==> src/rtl/nexi_uart_tx.sv <==
// nexi_uart_tx: 16x-clocked UART transmitter, req/ack fed holding register.
// Define NEXI_UART_TX_PARITY_EN to insert an even parity bit after the data.
module nexi_uart_tx #(
    parameter int STOP_BITS = 1
) (
    input  logic       clk_16x_bps,
    input  logic       rst_n,
    input  logic       wr_req,
    input  logic [7:0] data,
    output logic       wr_ack,
    output logic       tx_pin,
    output logic       tx_busy
);
    localparam logic [2:0] S_IDLE   = 3'd0;
    localparam logic [2:0] S_START  = 3'd1;
    localparam logic [2:0] S_DATA   = 3'd2;
    localparam logic [2:0] S_STOP   = 3'd4;
`ifdef NEXI_UART_TX_PARITY_EN
    localparam logic [2:0] S_PARITY = 3'd3;
`endif

    logic       req_s1_q, req_s2_q;
    logic [7:0] hold_q, hold_d;
    logic       hold_full_q, hold_full_d;
    logic       ack_q, ack_d;
    logic [2:0] state_q, state_d;
    logic [3:0] cnt_q, cnt_d;
    logic [2:0] bcnt_q, bcnt_d;
    logic [7:0] shift_q, shift_d;
    logic       tx_q, tx_d;
    logic       bit_end, load;
`ifdef NEXI_UART_TX_PARITY_EN
    logic       par_q, par_d;
`endif

    always_comb begin
        hold_d      = hold_q;
        hold_full_d = hold_full_q;
        ack_d       = ack_q;
        state_d     = state_q;
        cnt_d       = cnt_q;
        bcnt_d      = bcnt_q;
        shift_d     = shift_q;
        tx_d        = tx_q;
`ifdef NEXI_UART_TX_PARITY_EN
        par_d       = par_q;
`endif
        bit_end     = (cnt_q == 4'd0);
        load        = 1'b0;

        unique case (state_q)
            S_IDLE: load = hold_full_q;
            S_START: begin
                if (bit_end) begin
                    state_d = S_DATA;
                    cnt_d   = 4'd15;
                    bcnt_d  = 3'd0;
                    tx_d    = shift_q[0];
                end else begin
                    cnt_d = cnt_q - 4'd1;
                end
            end
            S_DATA: begin
                if (bit_end) begin
                    cnt_d = 4'd15;
                    if (bcnt_q == 3'd7) begin
`ifdef NEXI_UART_TX_PARITY_EN
                        state_d = S_PARITY;
                        tx_d    = par_q;
`else
                        state_d = S_STOP;
                        tx_d    = 1'b1;
                        bcnt_d  = 3'd0;
`endif
                    end else begin
                        shift_d = shift_q >> 1;
                        bcnt_d  = bcnt_q + 3'd1;
                        tx_d    = shift_q[1];
                    end
                end else begin
                    cnt_d = cnt_q - 4'd1;
                end
            end
`ifdef NEXI_UART_TX_PARITY_EN
            S_PARITY: begin
                if (bit_end) begin
                    state_d = S_STOP;
                    cnt_d   = 4'd15;
                    bcnt_d  = 3'd0;
                    tx_d    = 1'b1;
                end else begin
                    cnt_d = cnt_q - 4'd1;
                end
            end
`endif
            S_STOP: begin
                if (!bit_end) begin
                    cnt_d = cnt_q - 4'd1;
                end else if (bcnt_q != 3'(STOP_BITS - 1)) begin
                    bcnt_d = bcnt_q + 3'd1;
                    cnt_d  = 4'd15;
                end else if (hold_full_q) begin
                    load = 1'b1;
                end else begin
                    state_d = S_IDLE;
                end
            end
            default: begin
                state_d = S_IDLE;
                tx_d    = 1'b1;
            end
        endcase

        // A queued byte restarts the frame directly, giving gapless output.
        if (load) begin
            shift_d     = hold_q;
            hold_full_d = 1'b0;
            tx_d        = 1'b0;
            state_d     = S_START;
            cnt_d       = 4'd15;
`ifdef NEXI_UART_TX_PARITY_EN
            par_d       = ^hold_q;
`endif
        end

        if (req_s2_q && !ack_q && !hold_full_q) begin
            hold_d      = data;
            hold_full_d = 1'b1;
            ack_d       = 1'b1;
        end else if (ack_q && !req_s2_q) begin
            ack_d = 1'b0;
        end
    end

    always_ff @(posedge clk_16x_bps) begin
        if (!rst_n) begin
            req_s1_q    <= 1'b0;
            req_s2_q    <= 1'b0;
            hold_q      <= 8'd0;
            hold_full_q <= 1'b0;
            ack_q       <= 1'b0;
            state_q     <= S_IDLE;
            cnt_q       <= 4'd0;
            bcnt_q      <= 3'd0;
            shift_q     <= 8'd0;
            tx_q        <= 1'b1;
`ifdef NEXI_UART_TX_PARITY_EN
            par_q       <= 1'b0;
`endif
        end else begin
            req_s1_q    <= wr_req;
            req_s2_q    <= req_s1_q;
            hold_q      <= hold_d;
            hold_full_q <= hold_full_d;
            ack_q       <= ack_d;
            state_q     <= state_d;
            cnt_q       <= cnt_d;
            bcnt_q      <= bcnt_d;
            shift_q     <= shift_d;
            tx_q        <= tx_d;
`ifdef NEXI_UART_TX_PARITY_EN
            par_q       <= par_d;
`endif
        end
    end

    assign wr_ack  = ack_q;
    assign tx_pin  = tx_q;
    assign tx_busy = (state_q != S_IDLE) | hold_full_q;
endmodule

==> config.mk <==
export PLATFORM = sky130hd
export DESIGN_NAME = nexi_uart_tx
export DESIGN_NICKNAME = d
export VERILOG_FILES = /design/src/rtl/nexi_uart_tx.sv
export SDC_FILE = /design/constraint.sdc
export NUM_CORES = 1
export LEC_CHECK = 0
export ABC_AREA = 1
export CAP_MARGIN = 20
export CORE_MARGIN = 3
export CORE_UTILIZATION = 60
export DETAILED_ROUTE_END_ITERATION = 10
export HOLD_SLACK_MARGIN = 0.03
export PLACE_DENSITY_LB_ADDON = 0.12
export SLEW_MARGIN = 20
export SYNTH_ARGS = -nofsm -noshare
export SYNTH_HDL_FRONTEND = slang
export SYNTH_SLANG_ARGS = --single-unit
==> constraint.sdc <==
create_clock -name clk_16x_bps -period 4.7 [get_ports clk_16x_bps]
set_clock_uncertainty 0.1 [all_clocks]
set_input_delay 0.47 -clock clk_16x_bps [delete_from_list [all_inputs] [get_ports clk_16x_bps]]
set_output_delay 0.47 -clock clk_16x_bps [all_outputs]
set_load 0.1 [all_outputs]
== After elaboration in Yosys (flattened, before gate mapping) ==
Cells that the tools add are included.

* Logic and storage cells: 98
* Output and inout port bits: 3
* Input bits: 11
* Register bits: 31

* Bitwise gates (word level): 3
* $add $sub $neg: 2
* Muxes and demuxes: 36
* Eq/ne operators: 21
* Reduce and logical (&&, ||, !) cells: 25

{| class="wikitable"
|+ Operator list
! cell !! number
|-
| $mux W3 || 11
|-
| $mux W8 || 4
|-
| $ne A2 B2 Y1 const B || 9
|-
| $ne A3 B3 Y1 const B || 6
|-
| $mux W4 || 4
|-
| $reduce_and A7 Y1 || 2
|-
| $mux W1 || 12
|-
| $pmux W3 S4 || 1
|-
| $reduce_bool A3 Y1 || 4
|-
| $pmux W3 S3 || 1
|-
| $pmux W4 S2 || 1
|-
| $reduce_bool A2 Y1 || 4
|-
| $eq A3 B3 Y1 const B || 2
|-
| $reduce_and A3 Y1 || 2
|-
| $reduce_or A2 Y1 || 3
|-
| $reduce_and A5 Y1 || 1
|-
| $logic_not A4 Y1 || 1
|-
| $ne A4 B4 Y1 const B || 1
|-
| $sub A4 B1 Y4 const B || 1
|-
| $add A3 B1 Y3 const B || 1
|-
| $eq A3 B1 Y1 const B || 1
|-
| $eq A3 B2 Y1 const B || 1
|-
| $logic_and A1 B1 Y1 || 3
|-
| $logic_not A1 Y1 || 3
|-
| other kinds (7) || 8
|}

== Logic depth before layout (Yosys ltp) ==
* Depth after elaboration: 6
* Depth in mapped cells: 10
* Mapped depth without buffers: 10

== Worst setup path after synthesis ==
No wires, ideal clock.

* Kind: register to output
* Start: reg state_q[1]
* End: out tx_busy
* Path buffers: 0
* Arrival time: 1210 ps
* Data required time: 4130 ps
* Path slack: 2920 ps
* Stages on the path, launching flop included: 5
* Cell sequence: dfxtp_1 -> inv_2 -> nand2_1 -> nor2_1 -> nand2_1

* Longest elaborated chain between the ends: 2

{| class="wikitable"
|+ RTL lines
! what !! line !! RTL
|-
| start: declaration || 26 || <nowiki>logic [2:0] state_q, state_d;</nowiki>
|-
| start signal: assignment || 156 || <nowiki>state_q <= state_d;</nowiki>
|-
| $reduce_bool A3 Y1 || 169 || <nowiki>assign tx_busy = (state_q != S_IDLE) | hold_full_q;</nowiki>
|-
| $or A1 B1 Y1 || 169 ||
|-
| end: declaration || 12 || <nowiki>output logic tx_busy</nowiki>
|}

Every way passes these cells.

== Final worst setup path ==
Ends and elaborated chain as after synthesis.

==> flow_summary.ini <==
[routing]
route.detailed.vias_per_inst = 5.52
drt-initial-drc-count = 65
antenna_violating_nets_remaining = 0
firstDrtPassIters = 4
vias = 1418
wirelength_mm = 3.24
wire_per_inst_um = 12.6
route.detailed.drc = 0

[die]
die_width_um = 56.6
floorplan.die_area_um2 = 3210
die_h_um = 56.6
fp.coreArea_um2 = 2320
io_pins = 14
initial_cell_density_of_the_core = 0.664
rows = 17

[global_routing]
grt_pass1_vias = 1359
grt_max_degree = 19
grtUsageTotal = 0.229
global_route_wire_length_before_repair_mm = 5.78
grt_antenna_before_repair = 0
overflow = 0

[setup_path]
worst_setup_path_start_kind = flop
critical_path.reg2reg.endpoint = cnt_q[2]$_SDFFE_PN0P_
cp.required_ns = 4.13
critical_path_arrival_ns = 2.14
nature_of_the_critical_path_endpoint = primary output
rrSetupSlack_ns = 2.90
critical_path.endpoint = tx_busy
worst-r2r-cell-count = 10
crit_type = flop to primary output
worstPathMaxFanout = 5
rr_startpoint = cnt_q[0]$_SDFFE_PN0P_
crit_path_start = state_q[1]$_SDFFE_PP0P_

[yosys]
ys_dominant_reg_cell = sky130_fd_sc_hd__dfxtp_1
yosys.area.top_type = sky130_fd_sc_hd__dfxtp_1
yosys_register_bits = 31
mapped_avg_cell_area_um2 = 7.26
synthTopCellsByCount = 42 x sky130_fd_sc_hd__nand2_1, 33 x sky130_fd_sc_hd__nor2_1, 31 x sky130_fd_sc_hd__dfxtp_1, 20 x sky130_fd_sc_hd__inv_1, 14 x sky130_fd_sc_hd__o21ai_0
netlist-cell-type-count = 28
netlist_top_cells_area = sky130_fd_sc_hd__dfxtp_1 40%, sky130_fd_sc_hd__nand2_1 10%, sky130_fd_sc_hd__nor2_1 8.0%, sky130_fd_sc_hd__inv_1 4.9%, sky130_fd_sc_hd__o21ai_0 4.6%
synth-edff-count = 0
asyncSetResetFlopFracSynth = 0
mappedNetlistArea_um2 = 1540
synth.net_count = 227
cell_count_after_synthesis = 212
yosys_warnings = 0
yosysSeqAreaShare = 0.403
yosysMostFrequentCell = sky130_fd_sc_hd__nand2_1
synth_top_area_share = 0.403

[timing]
final-max-slew-violation-count = 0
crit_share_post_route = 0.577
max_slew_margin = 0.352
totalNegativeSetupSlack_ns = 0
rsz0062_at_grt = no
worst_pin_slew_ns = 0.968
final_hold_viol_count = 0
achievable-frequency_mhz = 369
final_period_minus_worst_setup_slack_ns = 2.71
report.final.setup_viol = 0

[pwr]
vdd_drop_max_uv = 426
power.combinational.fraction = 0.467
seq_power_share = 0.367
switchingPower_w = 0.000409
switching_share = 0.459
power.clock.fraction = 0.166
powerDensity_nw_per_um2 = 514
power_leakage_nw = 0.778
internal_power_w = 0.000483

[clock_network]
clock_tree.root_cell = sky130_fd_sc_hd__clkbuf_4
cts_setup_buffers = 0
post_cts.resized_instances = 0
clock_sink_count = 31
cts.reportedPaths.clkPinSlew_ns = 0.10
h_tree_levels = 2
clock_tree_from_tritoncts = yes
cts_buffer_depth = 2
cts.hold.buffers_added = 0
cts_buffers = 5
worst_skew_pair.late_latency_ns = 0.33

[finish]
flow.area_growth_from_synthesis_pct = 12.8
insertedDiodeCount = 0
register_area_um2 = 621
multi_input_area_um2 = 795
fillerInstances = 179
stdcell_area_um2 = 1740
fraction_of_final_layout_cells_with_drive_strength_greater_than_1 = 0.153
finish.net_count = 243

[flow_run]
max-cap-violations = 0

[placement]
post_dp_cell_area_um2 = 1680
routability_congestion_estimate = 1.00
portBuffers = 13
dp.final_hpwl_mm = 2.34

[worst_hold_path]
worstHoldPathType = flop to flop

[status]
status = complete, no violations
## kinds of logic after synthesis
logic type,share of synthesized area
AND/OR/NAND/NOR,0.336
adder cells (fa/ha/maj),0.0325
AO/OA/AOI/OAI,0.148
flip-flops,0.403
buffers and inverters,0.0805
## layout by cell type (no fill, tap or decap), types with 2 or more instances in the layout
master,n
sky130_fd_sc_hd__a21oi_2,2
sky130_fd_sc_hd__nor2_4,2
sky130_fd_sc_hd__o21ai_1,2
sky130_fd_sc_hd__nor3_1,2
sky130_fd_sc_hd__nand3_2,2
sky130_fd_sc_hd__dfxtp_1,31
sky130_fd_sc_hd__nand3_1,12
sky130_fd_sc_hd__o21ai_0,14
sky130_fd_sc_hd__nor2_1,33
sky130_fd_sc_hd__clkdlybuf4s50_1,13
sky130_fd_sc_hd__inv_2,7
sky130_fd_sc_hd__nand2_1,42
sky130_fd_sc_hd__nand4_1,4
sky130_fd_sc_hd__a21oi_1,11
sky130_fd_sc_hd__nor2_2,4
sky130_fd_sc_hd__clkbuf_4,5
sky130_fd_sc_hd__nand2_2,3
sky130_fd_sc_hd__inv_1,20
sky130_fd_sc_hd__a21boi_2,4
sky130_fd_sc_hd__ha_1,4
sky130_fd_sc_hd__nand3b_1,2
## worst min-delay path by stage
stage                               end  slack, ns  cells after the start           startpoint
finish              req_s2_q$_SDFF_PN0_       0.33                      2  req_s1_q$_SDFF_PN0_
global placement    req_s2_q$_SDFF_PN0_       0.30                      2  req_s1_q$_SDFF_PN0_
detailed placement  req_s2_q$_SDFF_PN0_       0.30                      2  req_s1_q$_SDFF_PN0_
floorplan           req_s2_q$_SDFF_PN0_       0.29                      2  req_s1_q$_SDFF_PN0_
global route        req_s2_q$_SDFF_PN0_       0.35                      2  req_s1_q$_SDFF_PN0_
CTS                 req_s2_q$_SDFF_PN0_       0.33                      2  req_s1_q$_SDFF_PN0_
## through the flow
| stage | cells | utilization | setup slack, ns | hold slack [ns] | total power, W |
|---|---|---|---|---|---|
| global route | 257 | 0.749 | 1.87 | 0.350 | 0.000962 |
| global placement | 249 | 0.725 | 2.36 | 0.300 | 0.000730 |
| CTS | 257 | 0.749 | 1.97 | 0.329 | 0.000893 |
| floorplan | 212 | - | 2.92 | 0.290 | 0.000658 |
| finish | 257 | 0.749 | 1.99 | 0.329 | 0.000892 |
| detailed placement | 249 | 0.725 | 2.36 | 0.305 | 0.000743 |
## critical path, stage by stage, from the launching register on
cell	delay, ns
sky130_fd_sc_hd__dfxtp_1	0.42
sky130_fd_sc_hd__inv_2	0.06
sky130_fd_sc_hd__nand2_1	0.09
sky130_fd_sc_hd__nor2_1	0.06
sky130_fd_sc_hd__nand2_1	0.06
sky130_fd_sc_hd__clkdlybuf4s50_1	1.12
## metal layers
metal | GRT usage | vias up | share of wire
met5 | 0 | - | 0
li1 | - | 718 | -
met2 | 0.342 | 52 | 0.47
met1 | 0.294 | 644 | 0.45
met3 | 0.0782 | 4 | 0.069
met4 | 0.108 | 0 | 0.0090
## area by class of cell
type / instances / area share
clock inverters: 2 / 0.00721
well taps: 28 / 0.0202
multi-input cells: 150 / 0.458
inverters: 27 / 0.0584
flip-flops and latches: 31 / 0.358
clock buffers: 6 / 0.0238
repair buffers: 13 / 0.0750
## registers in the layout (all words and copies together) (netlist names)
signal       cells
hold_full_q      1
req_s1_q         1
hold_q           8
wr_ack           1
shift_q          8
req_s2_q         1
bcnt_q           3
cnt_q            4
tx_pin           1
state_q          3
## power by group through the flow
stage / Combinational (W) / Clock (W) / Sequential [W]
floorplan: 0.000305 / 0 / 0.000353
global placement: 0.000400 / 0 / 0.000331
detailed placement: 0.000411 / 0 / 0.000332
CTS: 0.000413 / 0.000153 / 0.000327
global route: 0.000462 / 0.000167 / 0.000332
finish: 0.000416 / 0.000148 / 0.000328
(Power assumes the default switching activity.)
